$ cat src/rtl/mod_147_5.sv
// 100BASE-T1S-style PCS receive decoder: 5B symbol stream -> MII nibbles.
// Tracks SYNC/SSD framing, delays data two strobes, flags errors on RX_ER.
//
// Ports:
//   clk             PCS clock, rising edge
//   pcs_reset       synchronous active-high reset
//   link_control    0 = ENABLE, 1 = DISABLE (acts as reset)
//   rx_sym[4:0]     received 5B symbol, valid when rx_std = 1
//   rx_std          one-clock symbol strobe
//   RXDn[3:0]       decoded nibble (0000 when RX_DV = 0, except false carrier)
//   RX_DV           receive data valid
//   RX_ER           receive error
//   mod_147_5_state current state encoding
module mod_147_5 (
   input  logic       clk,
   input  logic       pcs_reset,
   input  logic       link_control,
   input  logic [4:0] rx_sym,
   input  logic       rx_std,
   output logic [3:0] RXDn,
   output logic       RX_DV,
   output logic       RX_ER,
   output logic [3:0] mod_147_5_state
);

   localparam logic [4:0] SYM_SYNC    = 5'b11000;
   localparam logic [4:0] SYM_SSD     = 5'b10001;
   localparam logic [4:0] SYM_ESD     = 5'b01101;
   localparam logic [4:0] SYM_ESDOK   = 5'b00111;
   localparam logic [4:0] SYM_SILENCE = 5'b00000;

   typedef enum logic [3:0] {
      WAIT_SYNC = 4'd0,
      SYNCING   = 4'd1,
      WAIT_SSD  = 4'd2,
      SSD2      = 4'd3,
      DATA      = 4'd4,
      ESD_WAIT  = 4'd5,
      BAD_SSD   = 4'd6
   } state_e;

   typedef struct packed {
      logic [3:0] nib;
      logic       vld;
      logic       err;
   } pent_t;

   localparam pent_t PENT_EMPTY = '{nib: 4'h0, vld: 1'b0, err: 1'b0};

   state_e     state_q, state_d;
   pent_t      p0_q, p0_d;
   pent_t      p1_q, p1_d;
   logic [3:0] rxd_q, rxd_d;
   logic       dv_q, dv_d;
   logic       er_q, er_d;

   logic [3:0] dec_nib;
   logic       dec_ok;
   pent_t      new_ent;

   always_comb begin
      dec_nib = 4'h0;
      dec_ok  = 1'b1;
      case (rx_sym)
         5'b11110: dec_nib = 4'h0;
         5'b01001: dec_nib = 4'h1;
         5'b10100: dec_nib = 4'h2;
         5'b10101: dec_nib = 4'h3;
         5'b01010: dec_nib = 4'h4;
         5'b01011: dec_nib = 4'h5;
         5'b01110: dec_nib = 4'h6;
         5'b01111: dec_nib = 4'h7;
         5'b10010: dec_nib = 4'h8;
         5'b10011: dec_nib = 4'h9;
         5'b10110: dec_nib = 4'hA;
         5'b10111: dec_nib = 4'hB;
         5'b11010: dec_nib = 4'hC;
         5'b11011: dec_nib = 4'hD;
         5'b11100: dec_nib = 4'hE;
         5'b11101: dec_nib = 4'hF;
         default:  dec_ok  = 1'b0;
      endcase
   end

   // Invalid codes still occupy a nibble slot, as 0000 tagged with err.
   always_comb begin
      new_ent     = PENT_EMPTY;
      new_ent.nib = dec_ok ? dec_nib : 4'h0;
      new_ent.vld = 1'b1;
      new_ent.err = ~dec_ok;
   end

   always_comb begin
      state_d = state_q;
      p0_d    = p0_q;
      p1_d    = p1_q;
      rxd_d   = rxd_q;
      dv_d    = dv_q;
      er_d    = er_q;
      if (rx_std) begin
         rxd_d = 4'h0;
         dv_d  = 1'b0;
         er_d  = 1'b0;
         unique case (state_q)
            WAIT_SYNC: begin
               if (rx_sym == SYM_SYNC) state_d = SYNCING;
            end
            SYNCING: begin
               state_d = (rx_sym == SYM_SYNC) ? WAIT_SSD : WAIT_SYNC;
            end
            WAIT_SSD: begin
               if (rx_sym == SYM_SSD) begin
                  state_d = SSD2;
               end else if (rx_sym != SYM_SYNC) begin
                  state_d = BAD_SSD;
                  er_d    = 1'b1;
                  rxd_d   = 4'hE;
               end
            end
            SSD2: begin
               if (rx_sym == SYM_SSD) begin
                  state_d = DATA;
               end else begin
                  state_d = BAD_SSD;
                  er_d    = 1'b1;
                  rxd_d   = 4'hE;
               end
            end
            DATA: begin
               if (rx_sym == SYM_SILENCE) begin
                  // Abort: the oldest nibble leaves flagged, the rest is dropped.
                  dv_d    = p1_q.vld;
                  er_d    = p1_q.vld;
                  rxd_d   = p1_q.vld ? p1_q.nib : 4'h0;
                  p0_d    = PENT_EMPTY;
                  p1_d    = PENT_EMPTY;
                  state_d = WAIT_SYNC;
               end else begin
                  dv_d  = p1_q.vld;
                  er_d  = p1_q.err;
                  rxd_d = p1_q.vld ? p1_q.nib : 4'h0;
                  p1_d  = p0_q;
                  if (rx_sym == SYM_ESD) begin
                     p0_d    = PENT_EMPTY;
                     state_d = ESD_WAIT;
                  end else begin
                     p0_d = new_ent;
                  end
               end
            end
            ESD_WAIT: begin
               // Last nibble carries the ESD status; empty frames stay silent.
               dv_d    = p1_q.vld;
               er_d    = p1_q.vld & (p1_q.err | (rx_sym != SYM_ESDOK));
               rxd_d   = p1_q.vld ? p1_q.nib : 4'h0;
               p0_d    = PENT_EMPTY;
               p1_d    = PENT_EMPTY;
               state_d = WAIT_SYNC;
            end
            BAD_SSD: begin
               state_d = WAIT_SYNC;
            end
            default: begin
               state_d = WAIT_SYNC;
               p0_d    = PENT_EMPTY;
               p1_d    = PENT_EMPTY;
            end
         endcase
      end
   end

   always_ff @(posedge clk) begin
      if (pcs_reset || link_control) begin
         state_q <= WAIT_SYNC;
         p0_q    <= PENT_EMPTY;
         p1_q    <= PENT_EMPTY;
         rxd_q   <= 4'h0;
         dv_q    <= 1'b0;
         er_q    <= 1'b0;
      end else begin
         state_q <= state_d;
         p0_q    <= p0_d;
         p1_q    <= p1_d;
         rxd_q   <= rxd_d;
         dv_q    <= dv_d;
         er_q    <= er_d;
      end
   end

   assign RXDn            = rxd_q;
   assign RX_DV           = dv_q;
   assign RX_ER           = er_q;
   assign mod_147_5_state = state_q;

endmodule
$ cat config.mk
export PLATFORM = sky130hd
export DESIGN_NAME = mod_147_5
export DESIGN_NICKNAME = d
export VERILOG_FILES = /design/src/rtl/mod_147_5.sv
export SDC_FILE = /design/constraint.sdc
export NUM_CORES = 1
export LEC_CHECK = 0
export CAP_MARGIN = 20
export CORE_MARGIN = 2
export CORE_UTILIZATION = 40
export CTS_BUF_LIST = sky130_fd_sc_hd__clkbuf_16
export CTS_CLUSTER_SIZE = 20
export DETAILED_ROUTE_END_ITERATION = 10
export PLACE_DENSITY = 0.6
export SETUP_SLACK_MARGIN = 0.5
export SYNTH_ARGS = -nofsm -noshare
export SYNTH_HDL_FRONTEND = slang
export SYNTH_SLANG_ARGS = --single-unit
$ cat constraint.sdc
create_clock -name clk -period 1.75 [get_ports clk]
set_clock_uncertainty 0.1 [all_clocks]
set_input_delay 0.2625 -clock clk [delete_from_list [all_inputs] [get_ports clk]]
set_output_delay 0.2625 -clock clk [all_outputs]
set_load 0.01 [all_outputs]
==> results.cfg, run 1 <==
[setup_path]
reg2reg_slack_ps = 330
r2r_end = p1_q[5]
rr_startpoint = mod_147_5_state[0]
worstSetupEndpointType = flip-flop
crit_chain = nor2_4 -> nand2_4 -> nor3_4 -> buf_4 -> buf_6 -> a22oi_2 -> nor2_1
slowest_stage = dfxtp_4
cpLargestDelayFamily = simple AND/OR/NAND/NOR gates
max_stage_delay_ps = 370
crit_required_ps = 1850
startpoint_type = flip-flop
r2r_cells = 7
crit_fanout = 5
crit_arrival_ps = 1520
path_class = flip-flop to flip-flop
cp_num_buf_inv = 2

[logic_synthesis]
async_flop_share_pct = 0
syn_nets = 145
synthSimpleGateAreaFrac_pct = 24.0
avgSynthCellArea_um2 = 8.23
ys.warnings.count = 0
synth_edf_count = 0
synthMuxAreaShare_pct = 2.68
synth_ff_type = dfxtp_1
ys_ff_latch = 21
synthXorXnorAreaFrac_pct = 4.69
synth_compound_gate_area_share_pct = 24.0
synth_fa_ha_area_share_pct = 0
synth_top_family_by_area = simple AND/OR/NAND/NOR gates
yosysSeqAreaShare_pct = 37.5
synth_area_um2 = 1120
synthCells = 136
synth_cell_types = 42

[routing]
wl_mm = 3.14
vias = 1152
drt_iter0_markers = 33
first_pass_iters = 4
drc = 0
wl_per_cell_um = 14.7
viasPerCell = 5.38
ant_nets = 0

[global_route]
grt_util_all_layers_pct = 19.2
grt_pass1_vias = 1058
grt_max_degree = 13
grt-busiest-layer = met2
met2_usage_pct = 32.7
met3_usage_pct = 3.00
grt_antenna_before_repair = 0
use_met1_pct = 23.6
grt.overflow.total = 0
grt_pass1_wl_mm = 4.80

[placement]
place_ws_ps = -289
gp_congestion = 0.776
place_inst = 193
port_buffers = 17
dp_hpwl_mm = 2.02

[layout]
drive_gt1_share_pct = 47.5
fin_cells = 214
syn2layout_area_growth_pct = 61.2
mostFrequentLayoutCell = buf_4
nets = 193
fill_cells = 226
n_antenna_cell = 0
final_cell_mix = buf_4, dfxtp_1, nor2_1

[min_path]
min_to = p0_q[3]
min_path_type = input port to flip-flop
hp-start = rx_sym[2]
min_path_cells = 4

[status]
status = finished clean

[sta]
drv_slew = 0
rsz0062_at_grt = yes
hold_viol_final = 0
setup_slack_ps = 327
max_clock_freq_mhz = 703
period_share_pct = 81.3
final-setup-viol-count = 0
min_period_ps = 1420

[floorplanning]
coreArea_um2 = 2710
start_util_pct = 41.3
ios = 19
die-area_um2 = 3240
die_x_um = 56.9
rows = 19
die_h_um = 56.9

[power_and_ir_drop]
p_per_area_nw_per_um2 = 607
leakage_uw = 0.000706
vdd.ir_drop.worst_mv = 0.522

[cts]
ctsRootBufferMaster = clkbuf_16
clock-sinks = 21
htree_num_levels = 1
cts_tree = built
clock_latency_ps = 260
ctsHoldBuffers = 0
cts_made_buffers = 3
cts_max_path_buffers = 2
clkTransAtPathRegs_ps = 60

[run]
cap_violations = 0
[metrics by stage]
step,util [%],total power (µW),cell area (µm²),hold slack [ps],setup TNS (ps)
6_report,66.6,1100,1810,316,0
5_1_grt,66.6,1130,1810,353,0
4_1_cts,62.7,1100,1700,320,0
3_5_place_dp,54.3,602,1470,346,-3530
3_3_place_gp,54.3,600,1470,340,-2910
2_1_floorplan,-,551,1200,332,0
[power breakdown]
part	switching, µW	internal, µW
Sequential	0.232	474
Combinational	63.6	66.5
Clock	184	307
Total	248	847
[cell families (layout without fill, tap and decap cells)]
| family | count (synthesis) | in the layout |
|---|---|---|
| multiplexers | 3 | 3 |
| other | 1 | 1 |
| buffers and inverters | 16 | 63 |
| AND/OR/NAND/NOR | 52 | 52 |
| AO/OA/AOI/OAI | 37 | 37 |
| flip-flops | 21 | 21 |
| XOR/XNOR | 6 | 6 |
[registers in the layout (all words and copies together), names as in the netlist]
name             count
RX_DV                1
RXDn                 4
RX_ER                1
p0_q                 6
mod_147_5_state      3
p1_q                 6
[final cells by class]
| class | instances | area, µm² | area share [%] |
|---|---|---|---|
| repair buffers | 55 | 468 | 25.9 |
| flip-flops and latches | 21 | 432 | 23.9 |
| multi-input cells | 99 | 769 | 42.6 |
| well taps | 31 | 38.8 | 2.15 |
| inverters | 4 | 17.5 | 0.970 |
| clock buffers | 3 | 75.1 | 4.16 |
| clock inverters | 1 | 5.00 | 0.277 |
[tightest hold or removal path, stage by stage]
cell	delay, ps
buf_8	80
buf_4	120
a32oi_1	90
nor2_1	80
[per-layer routing]
layer	vias to the layer above	wire length, µm
met5	-	0
met4	0	56
met3	5	110
met2	24	1680
met1	549	1290
li1	574	-
[synth_stat cells (2+ instances only)]
cell | count | area share [%]
a21oi_1 | 7 | 3.1
a22oi_1 | 6 | 4.0
a32oi_1 | 3 | 2.3
buf_2 | 6 | 2.7
buf_4 | 2 | 1.3
clkbuf_1 | 4 | 1.3
dfxtp_1 | 21 | 38
inv_1 | 3 | 1.0
mux2i_1 | 3 | 2.7
nand2_1 | 14 | 4.7
nand3_1 | 6 | 2.7
nand4_1 | 2 | 1.1
nor2_1 | 20 | 6.7
o21ai_0 | 2 | 0.89
o21ai_1 | 6 | 2.7
xnor2_1 | 5 | 3.9
[worst max-delay path by stage]
stage | cells after the start | slack [ps] | startpoint | endpoint
floorplan | 5 | 280 | rx_sym[4] | RX_ER
global placement | 7 | -230 | rx_sym[2] | RX_ER
detailed placement | 7 | -290 | rx_sym[2] | RX_ER
CTS | 8 | 320 | rx_sym[3] | p0_q[4]
global route | 7 | 220 | mod_147_5_state[0] | p1_q[5]
finish | 7 | 330 | mod_147_5_state[0] | p1_q[5]
[what timing repair did]
| item | in CTS | in global routing |
|---|---|---|
| endpoints found under the hold margin | 0 | 0 |
| gates resized for setup | 63 | 17 |
| setup endpoints to repair | 30 | 26 |
| pin swaps | 14 | 17 |
| buffers inserted | 9 | 8 |
Power figures use the tool's default switching activity.
==> run 2: changes to the inputs <==
Settings changed: PLACE_DENSITY 0.6 to 0.62.
Clock period 1.75 ns to 1.15 ns, I/O delays scaled along.
==> results.cfg, run 2 (same netlist as run 1, synthesis figures left out) <==
[global_route]
grt.overflow.total = 0
grt_pass1_vias = 1208
grt_antenna_before_repair = 0
grt_pass1_wl_mm = 5.49
grt_util_all_layers_pct = 21.8
grt_max_degree = 13

[cts]
htree_num_levels = 1
cts_made_buffers = 3
clock_latency_ps = 260
ctsRootBufferMaster = clkbuf_16
cts_tree = built
clock-sinks = 21
cts_max_path_buffers = 2
clkTransAtPathRegs_ps = 60

[power_and_ir_drop]
vdd.ir_drop.worst_mv = 1.15
p_per_area_nw_per_um2 = 860
leakage_uw = 0.000739

[layout]
mostFrequentLayoutCell = buf_4
nets = 200
syn2layout_area_growth_pct = 71.4
seq_area_um2 = 439
multi_input_area_um2 = 776
fill_cells = 197
final_core_util_pct = 70.8
drive_gt1_share_pct = 55.8
n_antenna_cell = 0
final_cell_mix = buf_4, buf_6, nor2_1

[routing]
vias = 1222
drc = 0
first_pass_iters = 4
drt_iter0_markers = 20
ant_nets = 0
viasPerCell = 5.53
wl_mm = 3.31
wl_per_cell_um = 15.0

[status]
violations = setup timing
status = complete, but fails checks

[setup_path]
startpoint_type = flip-flop
path_class = flip-flop to flip-flop
reg2reg_slack_ps = -240
r2r_cells = 7
crit_required_ps = 1200
crit_fanout = 4
rr_startpoint = mod_147_5_state[1]
worstSetupEndpointType = flip-flop
crit_arrival_ps = 1440
r2r_end = p1_q[3]

[placement]
gp_congestion = 0.817
dp_hpwl_mm = 2.22
port_buffers = 17

[floorplanning]
die_h_um = 56.9
coreArea_um2 = 2710
rows = 19
die-area_um2 = 3240
ios = 19
start_util_pct = 41.3
die_x_um = 56.9

[sta]
min_period_ps = 1390
max_clock_freq_mhz = 719
period_share_pct = 121
setup_slack_ps = -240
fin_setup_tns_ps = -3270
final-setup-viol-count = 21
hold_slack_ps = 269
rsz0062_at_grt = yes
drv_slew = 0
hold_viol_final = 0

[min_path]
min_to = p0_q[4]
hp-start = rx_sym[3]
min_path_type = input port to flip-flop
min_path_cells = 4

[run]
cap_violations = 0
[run 2: changes by cell type in the layout (fill, tap and decap cells not counted), moves of 3 or more]
cell,before,now
nand3_2,1,4
buf_6,7,20
dlygate4sd2_1,5,1
dfxtp_2,0,6
nand3_1,5,2
dfxtp_1,18,12
[run 2: repair_timing]
action / in CTS / in global routing
hold endpoints to repair: 0 / 0
gates resized for setup: 103 / 8
endpoints found under the setup margin: 30 / 30
buffers inserted: 8 / 3
hold buffers: 0 / 0
gates cloned: 1 / 0
pin swaps: 22 / 4
[run 2: worst max-delay path by stage]
stage,slack (ps),end,startpoint,cells after the start
after global placement,-750,RX_ER,rx_sym[2],7
after global routing,-300,p1_q[3],mod_147_5_state[1],7
after detailed placement,-790,mod_147_5_state[1],rx_sym[3],7
final,-240,p1_q[3],mod_147_5_state[1],7
after CTS,-230,p1_q[3],mod_147_5_state[1],7
after floorplan,-290,p0_q[2],mod_147_5_state[1],6
[run 2: layer usage]
layer | global-route usage, % | vias up | wire length [µm]
met5 | 0 | - | 0
met4 | 12.0 | 0 | 85
met3 | 5.30 | 8 | 148
met2 | 37.9 | 38 | 1650
met1 | 24.3 | 585 | 1420
li1 | - | 591 | -
[run 2: metrics by stage]
stage | worst slack [ps] | std cells | cell area [µm²] | power (µW)
global placement | -747 | 205 | 1570 | 918
detailed placement | -786 | 205 | 1570 | 922
floorplan | -289 | 136 | 1210 | 836
global route | -305 | 221 | 1920 | 1700
CTS | -226 | 218 | 1860 | 1660
finish | -240 | 221 | 1920 | 1650
[run 2: cell type report]
type	instances	area share (%)
clock inverter	1	0.261
multi-input combinational	99	40.4
clock buffer	3	3.91
timing repair buffer	62	29.6
sequential	21	22.9
tap	31	2.02
inverter	4	0.913
[run 2: worst max-delay path: stages, from the launching register on]
cell,delay (ps)
dfxtp_4,390
inv_4,60
o211ai_4,220
nor3_4,70
buf_6,130
buf_6,120
a22oi_2,140
nor2_1,60
[run 2: report_power, final]
part           switching (µW)  internal, µW  leakage (µW)  total [µW]
clock network             277           467     0.0000409         745
logic                    95.4          89.7      0.000524         185
registers               0.346           720      0.000175         721
total                     373          1280      0.000739        1650
==> run 3: changes to the inputs <==
Settings changed: PLACE_DENSITY 0.62 to 0.6.
Clock period 1.15 ns to 1.45 ns, I/O delays scaled along.
==> results.cfg, run 3 (same netlist as run 1, synthesis figures left out) <==
[routing]
first_pass_iters = 4
wl_mm = 3.08
drc = 0
wl_per_cell_um = 14.4
viasPerCell = 5.51
vias = 1179
drt_iter0_markers = 49
ant_nets = 0

[layout]
mostFrequentLayoutCell = buf_4
syn2layout_area_growth_pct = 65.9
nets = 193
drive_gt1_share_pct = 53.0
seq_area_um2 = 439
multi_input_area_um2 = 767
n_antenna_cell = 0
final_core_util_pct = 68.6
fill_cells = 218
final_cell_mix = buf_4, buf_6, nor2_1
fin_area_um2 = 1860

[power_and_ir_drop]
combPwrFrac_pct = 11.6
vdd.ir_drop.worst_mv = 0.684
p_seq_share_pct = 43.4
internal_power_uw = 1020
switching_share_pct = 22.6
p_per_area_nw_per_um2 = 709
clock_power_share_pct = 45.0
p_sw_uw = 298
leakage_uw = 0.000704

[cts]
htree_num_levels = 1
cts_tree = built
ctsRootBufferMaster = clkbuf_16
clkTransAtPathRegs_ps = 60
clock-sinks = 21
cts_max_path_buffers = 2
ctsHoldBuffers = 0
clock_latency_ps = 250
cts_made_buffers = 3

[setup_path]
crit_required_ps = 1500
cp_num_buf_inv = 3
max_stage_delay_ps = 380
crit_arrival_ps = 1460
cpLargestDelayFamily = compound AO/OA/AOI/OAI gates
path_class = flip-flop to flip-flop
rr_startpoint = mod_147_5_state[1]
worstSetupEndpointType = flip-flop
slowest_stage = dfxtp_4
crit_path_start = mod_147_5_state[1]
startpoint_type = flip-flop
crit_chain = inv_4 -> o211ai_4 -> nor3_4 -> buf_6 -> buf_12 -> a32oi_2 -> nor2_1
crit_fanout = 5

[placement]
place_ws_ps = -562
gp_congestion = 0.768
dp_hpwl_mm = 2.01
place_area_um2 = 1470
port_buffers = 17

[sta]
hold_viol_final = 0
rsz0062_at_grt = yes
min_period_ps = 1410
max_clock_freq_mhz = 711
final-setup-viol-count = 0
setup_slack_ps = 42.8
period_share_pct = 97.1
drv_slew = 0

[floorplanning]
die-area_um2 = 3240
die_x_um = 56.9
ios = 19
die_h_um = 56.9
coreArea_um2 = 2710
rows = 19
start_util_pct = 41.3

[min_path]
hp-start = rx_sym[2]
min_path_type = input port to flip-flop

[global_route]
grt_pass1_wl_mm = 5.11
grt_util_all_layers_pct = 20.1
grt.overflow.total = 0
grt_max_degree = 13
grt_antenna_before_repair = 0
grt_pass1_vias = 1104

[status]
status = finished clean

[run]
cap_violations = 0
## run 3: cell count changes in the layout (fill, tap and decap cells not counted), moves of 2 or more
cell	delta
buf_4	-3
buf_6	-3
nand3_1	+2
nand3_2	-2
nor2_2	+2
## run 3: path summary, 6_finish.rpt
path	endpoint	slack [ps]	cells past startpoint
worst max-delay path	p0_q[4]	40	7
worst max register to register	p0_q[4]	40	7
worst min-delay path	p0_q[2]	330	4
worst min register to register	RXDn[1]	360	2
## run 3: area by class of cell
| cell class | instances | area share [%] |
|---|---|---|
| multi-input cells | 99 | 41.3 |
| flip-flops and latches | 21 | 23.6 |
| inverters | 4 | 0.943 |
| clock inverters | 1 | 0.269 |
| well taps | 31 | 2.09 |
| clock buffers | 3 | 4.04 |
| repair buffers | 55 | 27.7 |
## run 3: worst register-to-register path, cell delays in order (launching register included)
cell and delay, ps:
dfxtp_4 380, inv_4 60, o211ai_4 210, nor3_4 60, buf_6 130, buf_12 120
a32oi_2 180, nor2_1 50
## run 3: repair_timing
action | CTS | global route
resized for setup | 105 | 9
setup endpoints to repair | 30 | 30
pin swaps | 17 | 5
setup buffers | 13 | 1
gates cloned | 1 | 0
## run 3: power by group through the flow
stage	Combinational, µW	Clock, µW	Sequential (µW)
2_1_floorplan	69.1	0	590
3_3_place_gp	131	0	590
3_5_place_dp	133	0	590
4_1_cts	144	596	572
5_1_grt	164	617	571
6_report	152	593	572
## run 3: metal layers
layer | up-vias | routed length [µm] | GRT usage [%]
met3 | 5 | 162 | 3.00
met2 | 35 | 1570 | 33.5
met4 | 0 | 54 | 9.30
met1 | 560 | 1290 | 25.4
li1 | 579 | - | -
met5 | - | 0 | 0
## run 3: through the flow
stage	std cells	power, µW	hold slack (ps)	setup TNS, ps
6_report	214	1320	326	0
5_1_grt	214	1350	356	-14.8
4_1_cts	213	1310	321	-9.77
3_5_place_dp	195	723	345	-8800
3_3_place_gp	195	721	337	-8110
2_1_floorplan	136	659	290	0
